**src/rtl/tinynpu_pkg.sv**
```systemverilog
// -----------------------------------------------------------------------------
// tinynpu_pkg
// Shared types and default configuration for the TinyNPU job scheduler.
//   sched_state_t : scheduler FSM state encoding
//   SEL_W / OWN_W : select / owner index widths for the default configuration
// -----------------------------------------------------------------------------
package tinynpu_pkg;

    localparam int SIZE_DEF   = 4;
    localparam int DATA_W_DEF = 8;
    localparam int NREQ_DEF   = 2;

    localparam int SEL_W = $clog2(SIZE_DEF);
    localparam int OWN_W = $clog2(NREQ_DEF);

    typedef enum logic [2:0] {
        ST_IDLE   = 3'd0,
        ST_LOAD_X = 3'd1,
        ST_LOAD_W = 3'd2,
        ST_MAC    = 3'd3,
        ST_WAIT   = 3'd4,
        ST_DONE   = 3'd5
    } sched_state_t;

endpackage

```
**src/rtl/tinynpu_rr_arb.sv**
```systemverilog
// -----------------------------------------------------------------------------
// tinynpu_rr_arb
// Combinational round-robin picker: grants the first asserted request at or
// after ptr_i, wrapping cyclically.
//   req_i : request vector
//   ptr_i : index searched first
//   gnt_o : one-hot grant (all zero when no request)
//   idx_o : index of the granted request
//   any_o : at least one request present
// -----------------------------------------------------------------------------
module tinynpu_rr_arb #(
    parameter int NREQ  = 2,
    parameter int OWN_W = 1
) (
    input  logic [NREQ-1:0]  req_i,
    input  logic [OWN_W-1:0] ptr_i,
    output logic [NREQ-1:0]  gnt_o,
    output logic [OWN_W-1:0] idx_o,
    output logic             any_o
);

    always_comb begin
        int cand;
        cand  = 0;
        gnt_o = '0;
        idx_o = '0;
        any_o = 1'b0;
        for (int i = 0; i < NREQ; i++) begin
            // ptr_i is always < NREQ, so one subtraction is enough to wrap
            cand = int'(ptr_i) + i;
            if (cand >= NREQ) begin
                cand = cand - NREQ;
            end
            if (!any_o && req_i[cand]) begin
                any_o       = 1'b1;
                idx_o       = OWN_W'(cand);
                gnt_o[cand] = 1'b1;
            end
        end
    end

endmodule

```
**src/rtl/tinynpu_sched.sv**
```systemverilog
// -----------------------------------------------------------------------------
// tinynpu_sched
// Round-robin job scheduler sharing one TinyNPU datapath between NREQ hosts.
// A granted host streams SIZE x words then SIZE*SIZE w words (column-major),
// the scheduler fires one MAC pulse and routes SIZE result beats back.
//
// Ports
//   clk, rst_n                 : clock, async active-low reset
//   req_val_i / req_gnt_o      : per-host level request / 1-cycle one-hot grant
//   in_val_i/in_data_i/in_rdy_o: per-host load stream (owner only is ready)
//   res_val_o / res_data_o     : result beats to owner (combinational)
//   req_done_o                 : 1-cycle job-complete pulse
//   s2d_*_o                    : x/w FIFO load strobes, column select, data, MAC
//   d2s_out_val_i/_data_i      : datapath result beats
//   busy_o, owner_o, err_o     : status; err_o is sticky until reset
//
// state   | meaning
// IDLE    | wait for any request, grant round-robin
// LOAD_X  | accept SIZE x words from owner
// LOAD_W  | accept SIZE*SIZE w words from owner
// MAC     | one-cycle start-MAC pulse
// WAIT    | forward SIZE result beats to owner
// DONE    | completion pulse, advance round-robin pointer
// -----------------------------------------------------------------------------
module tinynpu_sched
    import tinynpu_pkg::*;
#(
    parameter  int SIZE   = SIZE_DEF,
    parameter  int DATA_W = DATA_W_DEF,
    parameter  int NREQ   = NREQ_DEF,
    localparam int SW     = $clog2(SIZE),
    localparam int OW     = $clog2(NREQ)
) (
    input  logic                   clk,
    input  logic                   rst_n,
    input  logic [NREQ-1:0]        req_val_i,
    output logic [NREQ-1:0]        req_gnt_o,
    input  logic [NREQ-1:0]        in_val_i,
    input  logic [NREQ*DATA_W-1:0] in_data_i,
    output logic [NREQ-1:0]        in_rdy_o,
    output logic [NREQ-1:0]        res_val_o,
    output logic [DATA_W-1:0]      res_data_o,
    output logic [NREQ-1:0]        req_done_o,
    output logic                   s2d_x_load_val_o,
    output logic                   s2d_w_load_val_o,
    output logic [SW-1:0]          s2d_w_load_sel_o,
    output logic [DATA_W-1:0]      s2d_load_data_o,
    output logic                   s2d_mac_val_o,
    input  logic                   d2s_out_val_i,
    input  logic [DATA_W-1:0]      d2s_out_data_i,
    output logic                   busy_o,
    output logic [OW-1:0]          owner_o,
    output logic                   err_o
);

    localparam int CNT_W = $clog2(SIZE*SIZE) + 1;
    localparam logic [CNT_W-1:0] X_LAST = CNT_W'(SIZE - 1);
    localparam logic [CNT_W-1:0] W_LAST = CNT_W'(SIZE*SIZE - 1);
    localparam logic [CNT_W-1:0] R_LAST = CNT_W'(SIZE - 1);

    sched_state_t      state_q, state_d;
    logic [OW-1:0]     owner_q, owner_d;
    logic [OW-1:0]     rr_ptr_q, rr_ptr_d;
    logic [CNT_W-1:0]  cnt_q, cnt_d;
    logic              err_q, err_d;

    logic [NREQ-1:0]   arb_gnt;
    logic [OW-1:0]     arb_idx;
    logic              arb_any;
    logic [NREQ-1:0]   own_oh;
    logic              own_in_val;
    logic [DATA_W-1:0] own_in_data;
    logic              loading;

    tinynpu_rr_arb #(
        .NREQ  (NREQ),
        .OWN_W (OW)
    ) u_arb (
        .req_i (req_val_i),
        .ptr_i (rr_ptr_q),
        .gnt_o (arb_gnt),
        .idx_o (arb_idx),
        .any_o (arb_any)
    );

    always_comb begin
        own_oh          = '0;
        own_oh[owner_q] = 1'b1;
    end

    assign own_in_val  = in_val_i[owner_q];
    assign own_in_data = in_data_i[owner_q*DATA_W +: DATA_W];
    assign loading     = (state_q == ST_LOAD_X) || (state_q == ST_LOAD_W);

    always_comb begin
        state_d          = state_q;
        owner_d          = owner_q;
        rr_ptr_d         = rr_ptr_q;
        cnt_d            = cnt_q;
        req_gnt_o        = '0;
        in_rdy_o         = '0;
        res_val_o        = '0;
        res_data_o       = '0;
        req_done_o       = '0;
        s2d_x_load_val_o = 1'b0;
        s2d_w_load_val_o = 1'b0;
        s2d_w_load_sel_o = '0;
        s2d_load_data_o  = '0;
        s2d_mac_val_o    = 1'b0;

        case (state_q)
            ST_IDLE: begin
                cnt_d = '0;
                if (arb_any) begin
                    req_gnt_o = arb_gnt;
                    owner_d   = arb_idx;
                    state_d   = ST_LOAD_X;
                end
            end
            ST_LOAD_X: begin
                in_rdy_o = own_oh;
                if (own_in_val) begin
                    s2d_x_load_val_o = 1'b1;
                    s2d_load_data_o  = own_in_data;
                    if (cnt_q == X_LAST) begin
                        cnt_d   = '0;
                        state_d = ST_LOAD_W;
                    end else begin
                        cnt_d = cnt_q + CNT_W'(1);
                    end
                end
            end
            ST_LOAD_W: begin
                in_rdy_o = own_oh;
                if (own_in_val) begin
                    s2d_w_load_val_o = 1'b1;
                    s2d_load_data_o  = own_in_data;
                    // beat / SIZE: column-major fill of the w FIFOs
                    s2d_w_load_sel_o = cnt_q[2*SW-1:SW];
                    if (cnt_q == W_LAST) begin
                        cnt_d   = '0;
                        state_d = ST_MAC;
                    end else begin
                        cnt_d = cnt_q + CNT_W'(1);
                    end
                end
            end
            ST_MAC: begin
                s2d_mac_val_o = 1'b1;
                cnt_d         = '0;
                state_d       = ST_WAIT;
            end
            ST_WAIT: begin
                if (d2s_out_val_i) begin
                    res_val_o  = own_oh;
                    res_data_o = d2s_out_data_i;
                    if (cnt_q == R_LAST) begin
                        cnt_d   = '0;
                        state_d = ST_DONE;
                    end else begin
                        cnt_d = cnt_q + CNT_W'(1);
                    end
                end
            end
            ST_DONE: begin
                req_done_o = own_oh;
                rr_ptr_d   = (owner_q == OW'(NREQ - 1)) ? '0 : owner_q + OW'(1);
                cnt_d      = '0;
                state_d    = ST_IDLE;
            end
            default: begin
                cnt_d   = '0;
                state_d = ST_IDLE;
            end
        endcase
    end

    // Stray result beats and writes from non-owners are dropped but flagged
    assign err_d = err_q
                 | (d2s_out_val_i && (state_q != ST_WAIT))
                 | (loading && (|(in_val_i & ~own_oh)));

    always_ff @(posedge clk or negedge rst_n) begin
        if (!rst_n) begin
            state_q  <= ST_IDLE;
            owner_q  <= '0;
            rr_ptr_q <= '0;
            cnt_q    <= '0;
            err_q    <= 1'b0;
        end else begin
            state_q  <= state_d;
            owner_q  <= owner_d;
            rr_ptr_q <= rr_ptr_d;
            cnt_q    <= cnt_d;
            err_q    <= err_d;
        end
    end

    assign busy_o  = (state_q != ST_IDLE);
    assign owner_o = owner_q;
    assign err_o   = err_q;

endmodule

```
**config.mk**
```make
export PLATFORM = sky130hd
export DESIGN_NAME = tinynpu_sched
export DESIGN_NICKNAME = d
export VERILOG_FILES = /design/src/rtl/tinynpu_pkg.sv /design/src/rtl/tinynpu_rr_arb.sv /design/src/rtl/tinynpu_sched.sv
export SDC_FILE = /design/constraint.sdc
export NUM_CORES = 1
export LEC_CHECK = 0
export CORE_MARGIN = 3
export CORE_UTILIZATION = 37
export DETAILED_ROUTE_END_ITERATION = 12
export PLACE_DENSITY_LB_ADDON = 0.05
export SYNTH_ARGS = -nofsm -noshare
export SYNTH_HDL_FRONTEND = slang
export SYNTH_HIERARCHICAL = 1
export SYNTH_SLANG_ARGS = --single-unit
```
**constraint.sdc**
```tcl
create_clock -name clk -period 1.9 [get_ports clk]
set_input_delay 0.38 -clock clk [delete_from_list [all_inputs] [get_ports clk]]
set_output_delay 0.38 -clock clk [all_outputs]
set_load 0.05 [all_outputs]
```
==> impl_metrics.py, run 1 <==
metrics = {
    "synthesis": {
        "synth_seq_area_share_pct": 27.06,
        "yosysTopAreaCell": "dfrtp_1",
        "synth_top_area_share_pct": 27.06,
        "synth_ff_type": "dfrtp_1",
        "syn_nets": 157,
        "synth_edf_count": 0,
        "syn_avg_cell_area_um2": 8.270,
        "synthCells": 123,
        "synth_seq_cells": 11,
        "yosysUniqueCellTypes": 37,
        "async_flop_share_pct": 100.0,
        "synthMostInstantiatedCell": "nor2_1",
        "synth_area_um2": 1017,
        "synth_warnings": 6,
        "yosys-top-cells-area": "dfrtp_1 (27%), mux2i_1 (11%), and2_1 (7.4%), nor2_1 (5.5%), ha_1 (3.7%)",
        "yosys-top-cells-count": "nor2_1 (15), and2_1 (12), dfrtp_1 (11), mux2i_1 (11), nand2_1 (7)",
    },
    "floorplanning": {
        "rows": 18,
        "start_util_pct": 39.97,
        "fp.dieW_um": 58.44,
        "ios": 63,
        "die_h_um": 58.44,
    },
    "sta": {
        "worstEpCategory": "output port",
        "crit_endpoint": "s2d_load_data_o[5]",
    },
    "cts": {
        "htreeDepth": 1,
        "clockBufferDepth": 2,
        "numCtsBuffers": 3,
        "clkSinkCount": 11,
        "cts-root-buf": "clkbuf_4",
    },
    "placement": {
        "port_buffers": 62,
        "hpwl_um": 2884,
        "gp_congestion": 0.8368,
    },
    "global_routing": {
        "grt_max_degree": 15,
    },
    "run_status": {
        "status": "did not finish",
        "error": "[ERROR DPL-0038] Utilization greater than 100%, impossible to legalize",
        "lastStage": "5_1_grt",
    },
}
[cell families after synthesis]
logic type                 Yosys count  share of synthesized area, %
and+or+nand+nor                     61                         33.09
AOI/OAI and AO/OA                   22                         16.24
muxes                               14                         14.51
buffers and inverters               12                         5.412
DFF                                 11                         27.06
adders and majority gates            3                         3.690
[through the flow]
stage | area [um^2] | setup WS, ns | setup TNS [ns] | cells
after floorplan | 1075 | -0.2943 | -2.185 | 123
after global placement | 2148 | -0.1218 | -1.253 | 226
after detailed placement | 2148 | -0.1482 | -2.139 | 226
after CTS | 2431 | -0.02740 | -0.1245 | 243
[what timing repair did]
action,in CTS
gates resized for setup,46
gates cloned,1
setup endpoints to repair,26
hold buffers,0
setup buffers,12
pin swaps,11
==> inputs of run 2 (changes only) <==
Settings changed: CORE_AREA set to 3 3 64 66, CORE_MARGIN 3 to unset, CORE_UTILIZATION 37 to unset, DIE_AREA set to 0 0 67 69, PLACE_DENSITY_LB_ADDON 0.05 to 0.15.
==> impl_metrics.py, run 2 <==
metrics = {
    "synthesis": {
        "syn_avg_cell_area_um2": 8.270,
        "synth_edf_count": 0,
        "synthCells": 123,
        "synth_seq_cells": 11,
        "synth_warnings": 6,
        "synth_top_area_share_pct": 27.06,
        "yosysTopAreaCell": "dfrtp_1",
        "async_flop_share_pct": 100.0,
        "synth_area_um2": 1017,
        "synth_ff_type": "dfrtp_1",
        "yosys-top-cells-count": "nor2_1 (15), and2_1 (12), dfrtp_1 (11), mux2i_1 (11), nand2_1 (7)",
        "synth_seq_area_share_pct": 27.06,
        "syn_nets": 157,
        "synthMostInstantiatedCell": "nor2_1",
        "yosys-top-cells-area": "dfrtp_1 (27%), mux2i_1 (11%), and2_1 (7.4%), nor2_1 (5.5%), ha_1 (3.7%)",
        "yosysUniqueCellTypes": 37,
    },
    "sta": {
        "finalCriticalPeriod_ns": 1.955,
        "fin_skew_ns": 0.001655,
        "relSlewSlack_pct": 65.31,
        "setup_viol": 12,
        "hold_slack_ns": 0.4609,
        "setup_slack_ns": -0.05478,
        "rsz0062_at_grt": "yes",
        "hold_viol": 0,
        "max_clock_freq_mhz": 511.6,
        "period_share_pct": 102.9,
        "tightest_slew_ns": 0.5187,
        "drv_slew": 0,
    },
    "drt": {
        "drc": 0,
        "drtIter0Drc": 32,
        "first_pass_iters": 4,
        "via_count": 1258,
        "final_antenna_net_count": 0,
        "vias_per_cell": 4.876,
        "wirelength_um": 4179,
        "wl_per_cell_um": 16.20,
    },
    "placement": {
        "place_ws_ns": -0.1657,
        "gp_congestion": 0.9027,
        "port_buffers": 62,
        "hpwl_um": 2987,
        "place_area_um2": 2178,
    },
    "critical_path": {
        "crit_arrival_ns": 1.57,
        "endpoint_kind": "output port",
        "slowest_stage": "dfrtp_2",
        "cp_num_buf_inv": 3,
        "crit_chain": "nand2b_4, a21oi_4, buf_4, buf_4, nor2b_4, buf_12",
        "path_common_cell": "buf_4",
        "path_max_fanout": 4,
        "crit_family": "flip-flops",
        "critical_path_required_ns": 1.52,
        "crit_type": "register to output port",
        "critPathMaxStageDelay_ns": 0.43,
        "start_kind": "register",
    },
    "cells_and_area": {
        "largestRegisters": "cnt_q x5, state_q x3",
        "largest_reg_flops": 5,
        "finalNetCount": 245,
        "design_area_um2": 2504,
        "drive_gt1_share_pct": 55.24,
        "layout_common_cells": "buf_12 (32), clkdlybuf4s50_1 (27), buf_4 (18)",
        "utilization_pct": 68.91,
        "nFillCells": 266,
        "layout_commonest_cell": "buf_12",
        "num_antenna_cells": 0,
        "area_growth_pct": 146.1,
        "regMostFlops": "cnt_q",
    },
    "power_and_ir_drop": {
        "p_comb_share_pct": 80.0,
        "power_frac_seq_pct": 12.3,
        "vdd_drop_max_uv": 1032,
        "intPower_mw": 1.610,
        "p_leak_nw": 1.051,
        "power.density_nw_per_um2": 1203,
        "total_power_mw": 3.012,
        "p_sw_mw": 1.402,
        "clkPwrFrac_pct": 7.7,
        "switching_share_pct": 46.54,
    },
    "floorplanning": {
        "core_area_um2": 3633,
        "die_area_um2": 4623,
        "rows": 22,
        "ios": 63,
        "die_h_um": 69,
        "fp.dieW_um": 67,
        "start_util_pct": 28.00,
    },
    "global_routing": {
        "overflow": 0,
        "grt_use_total_pct": 17.61,
        "grt_pass1_vias": 1279,
        "grt_max_degree": 13,
        "antenna_found_initial": 0,
        "grt_pass1_wl_um": 6299,
    },
    "cts": {
        "cts-root-buf": "clkbuf_8",
        "worstSkewPairLatency_ns": 0.24,
        "numCtsBuffers": 3,
        "clockBufferDepth": 2,
        "clkSinkCount": 11,
        "cts.clk_slew.worst_paths_ns": 0.05,
        "htreeDepth": 1,
        "cts_tree": "yes",
    },
    "hold_path": {
        "hold_path.class": "register to register",
    },
    "run": {
        "cap_violations": 0,
    },
    "run_status": {
        "status": "complete, but fails checks",
        "violations": "negative setup slack",
    },
}
-- run 2: cell counts after synthesis --
No cell type changed its count.
-- run 2: power groups by stage --
stage	logic, mW	clock network (mW)	registers (mW)
2_1_floorplan	1.09	0	0.365
3_3_place_gp	1.97	0	0.358
3_5_place_dp	2.01	0	0.361
4_1_cts	2.31	0.243	0.363
5_1_grt	2.52	0.252	0.378
6_report	2.41	0.233	0.370
-- run 2: routing by layer --
metal	routed length, um	track usage (%)
met5	0	0
met4	141	6.532
met3	142	3.909
met2	2483	31.66
met1	1412	19.48
-- run 2: cells by family after synthesis --
family / count (synthesis) / share of synthesized area [%]
AND/OR/NAND/NOR: 61 / 33.09
AO/OA/AOI/OAI: 22 / 16.24
multiplexers: 14 / 14.51
buffers and inverters: 12 / 5.412
flip-flops: 11 / 27.06
adder cells (fa/ha/maj): 3 / 3.690
-- run 2: stage by stage --
stage	TNS, ns	std cells
global route	-1.502	258
CTS	-0.05697	257
detailed placement	-1.880	245
floorplan	-2.185	123
finish	-0.2860	258
global placement	-1.420	245
-- run 2: what timing repair did --
action	CTS	global route
hold endpoints to repair	0	0
hold buffers	0	0
gates cloned	1	0
setup endpoints to repair	29	31
pin swaps	14	4
buffers inserted	7	1
gates resized for setup	47	16
-- run 2: path summary, 6_finish.rpt --
kind	startpoint	end	slack, ns	cells after the start
max	state_q[0]	in_rdy_o[0]	-0.05	6
min	err_o	err_o	0.46	1
max reg2reg	cnt_q[1]	cnt_q[3]	0.05	6
min reg2reg	err_o	err_o	0.46	1
max in group asynchronous	rst_n	state_q[1]	1.04	1
min in group asynchronous	rst_n	cnt_q[3]	0.49	1
-- run 2: layout make-up --
class	instances	area [um^2]	area share, %
Multi-Input combinational cell	100	914.6	36.53
Sequential cell	11	280.3	11.19
Clock buffer	4	45.04	1.799
Timing Repair Buffer	89	1177	47.03
Tap cell	48	60.06	2.399
Inverter	6	26.28	1.049
No activity file was read; power rests on OpenSTA's default activity.
==> inputs of run 3 (changes only) <==
--- a/config.mk
+++ b/config.mk
@@ -7,5 +7,5 @@
 export LEC_CHECK = 0
-export CORE_AREA = 3 3 64 66
+export CORE_AREA = 2 2 63 65
 export DETAILED_ROUTE_END_ITERATION = 12
-export DIE_AREA = 0 0 67 69
+export DIE_AREA = 0 0 65 67
 export PLACE_DENSITY_LB_ADDON = 0.15
==> constraint.sdc (replaced) <==
create_clock -name clk -period 1.9 [get_ports clk]
set_input_delay 0.285 -clock clk [delete_from_list [all_inputs] [get_ports clk]]
set_output_delay 0.285 -clock clk [all_outputs]
set_load 0.05 [all_outputs]
==> impl_metrics.py, run 3 (synthesized netlist as in run 2, its figures left out) <==
metrics = {
    "run_status": {
        "status": "completed",
    },
    "floorplanning": {
        "die_h_um": 67,
        "rows": 22,
        "die_area_um2": 4355,
        "fp.dieW_um": 65,
        "core_area_um2": 3606,
        "ios": 63,
        "start_util_pct": 28.21,
    },
    "sta": {
        "fin_skew_ns": 0.002524,
        "max_clock_freq_mhz": 549.0,
        "tightest_slew_ns": 0.4978,
        "rsz0062_at_grt": "no",
        "finalCriticalPeriod_ns": 1.822,
        "hold_viol": 0,
        "relSlewSlack_pct": 66.71,
        "period_share_pct": 95.87,
        "setup_slack_ns": 0.07845,
        "hold_slack_ns": 0.3854,
        "setup_viol": 0,
        "drv_slew": 0,
    },
    "global_routing": {
        "grt_max_degree": 17,
        "grt_pass1_wl_um": 5602,
        "grt_use_total_pct": 16.43,
        "antenna_found_initial": 0,
        "grt_pass1_vias": 1231,
        "overflow": 0,
    },
    "placement": {
        "hpwl_um": 2878,
        "port_buffers": 62,
        "dp_cells": 238,
        "place_ws_ns": -0.02857,
        "gp_congestion": 0.8113,
        "place_area_um2": 2111,
    },
    "critical_path": {
        "endpoint_kind": "output port",
        "r2r_setup_slack_ns": 0.19,
        "crit_type": "register to output port",
        "critPathMaxStageDelay_ns": 0.39,
        "crit_arrival_ns": 1.54,
        "r2r-start": "cnt_q[0]",
        "crit_chain": "nand2b_1, buf_4, nor3_4, and2_2, buf_12",
        "path_max_fanout": 4,
        "critical_path_required_ns": 1.62,
        "r2r-end": "cnt_q[3]",
        "start_kind": "register",
        "reg2reg_depth": 8,
        "slowest_stage": "dfrtp_1",
    },
    "drt": {
        "wl_met1_um": 1295,
        "wl_met2_um": 1988,
        "first_pass_iters": 4,
        "wl_met3_um": 141,
        "wl_per_cell_um": 14.05,
        "via_count": 1160,
        "drc": 0,
        "final_antenna_net_count": 0,
        "top_layer_used": "met4",
        "wirelength_um": 3456,
        "vias_per_cell": 4.715,
        "drtIter0Drc": 53,
    },
    "power_and_ir_drop": {
        "p_leak_nw": 0.9639,
        "total_power_mw": 2.601,
        "power.density_nw_per_um2": 1153,
        "vdd_drop_max_uv": 847.3,
    },
    "cells_and_area": {
        "nFillCells": 301,
        "finalNetCount": 233,
        "num_antenna_cells": 0,
        "final_cells": 246,
        "area_growth_pct": 121.8,
        "regMostFlops": "cnt_q",
        "multi_input_area_um2": 803.3,
        "design_area_um2": 2256,
        "drive_gt1_share_pct": 43.94,
        "largestRegisters": "cnt_q x5, state_q x3",
        "layout_common_cells": "buf_12 (31), clkdlybuf4s50_1 (30), buf_4 (13)",
        "seq_area_um2": 277.8,
        "layout_commonest_cell": "buf_12",
        "largest_reg_flops": 5,
    },
    "cts": {
        "cts-root-buf": "clkbuf_8",
        "worstSkewPairLatency_ns": 0.24,
        "cts.clk_slew.worst_paths_ns": 0.05,
        "clkSinkCount": 11,
        "ctsHoldBuffers": 0,
        "htreeDepth": 1,
        "numCtsBuffers": 3,
        "clockBufferDepth": 2,
        "cts_tree": "yes",
    },
    "run": {
        "cap_violations": 0,
    },
    "hold_path": {
        "hold_path.class": "primary input to asynchronous set/reset pin",
    },
}
## run 3: final cells by class
type / instances / area share, %
timing repair buffer: 77 / 46.42
multi-input combinational: 100 / 35.61
sequential: 11 / 12.31
tap: 48 / 2.662
clock buffer: 4 / 1.997
inverter: 6 / 0.9983
## run 3: worst max path at each step
stage                          endpoint   startpoint  slack (ns)
finish              s2d_w_load_sel_o[0]   state_q[0]        0.08
global route                   cnt_q[3]     cnt_q[1]      0.0007
CTS                  s2d_load_data_o[5]   state_q[0]        0.01
detailed placement   s2d_load_data_o[5]  in_val_i[0]       -0.03
global placement     s2d_load_data_o[3]  in_val_i[0]        0.05
floorplan            s2d_load_data_o[3]   state_q[2]       -0.20
## run 3: report_power, final
| group | switching (mW) | internal (mW) |
|---|---|---|
| sequential | 0.0652 | 0.296 |
| combinational | 1.08 | 0.929 |
| clock | 0.0844 | 0.147 |
## run 3: per-layer routing
layer	vias up	track usage [%]
met5	-	0
met4	0	3.723
met3	4	3.885
met2	27	30.80
met1	549	18.73
li1	580	-
## run 3: what timing repair did
item	4_1_cts	5_1_grt
gates cloned	0	1
setup endpoints to repair	20	23
buffers inserted	0	3
pin swaps	0	1
resized for setup	11	11
## run 3: critical path: cells and delay by family, from the launching register on
family,cells,cell delay (ns)
buf+inv,2,0.32
simple gates,3,0.58
flops,1,0.39
## run 3: per-stage QoR
stage | setup TNS [ns] | utilization [%]
after floorplan | -1.148 | -
after global placement | 0 | 58.54
after detailed placement | -0.06852 | 58.54
after CTS | 0 | 60.72
after global routing | 0 | 62.56
final | 0 | 62.56
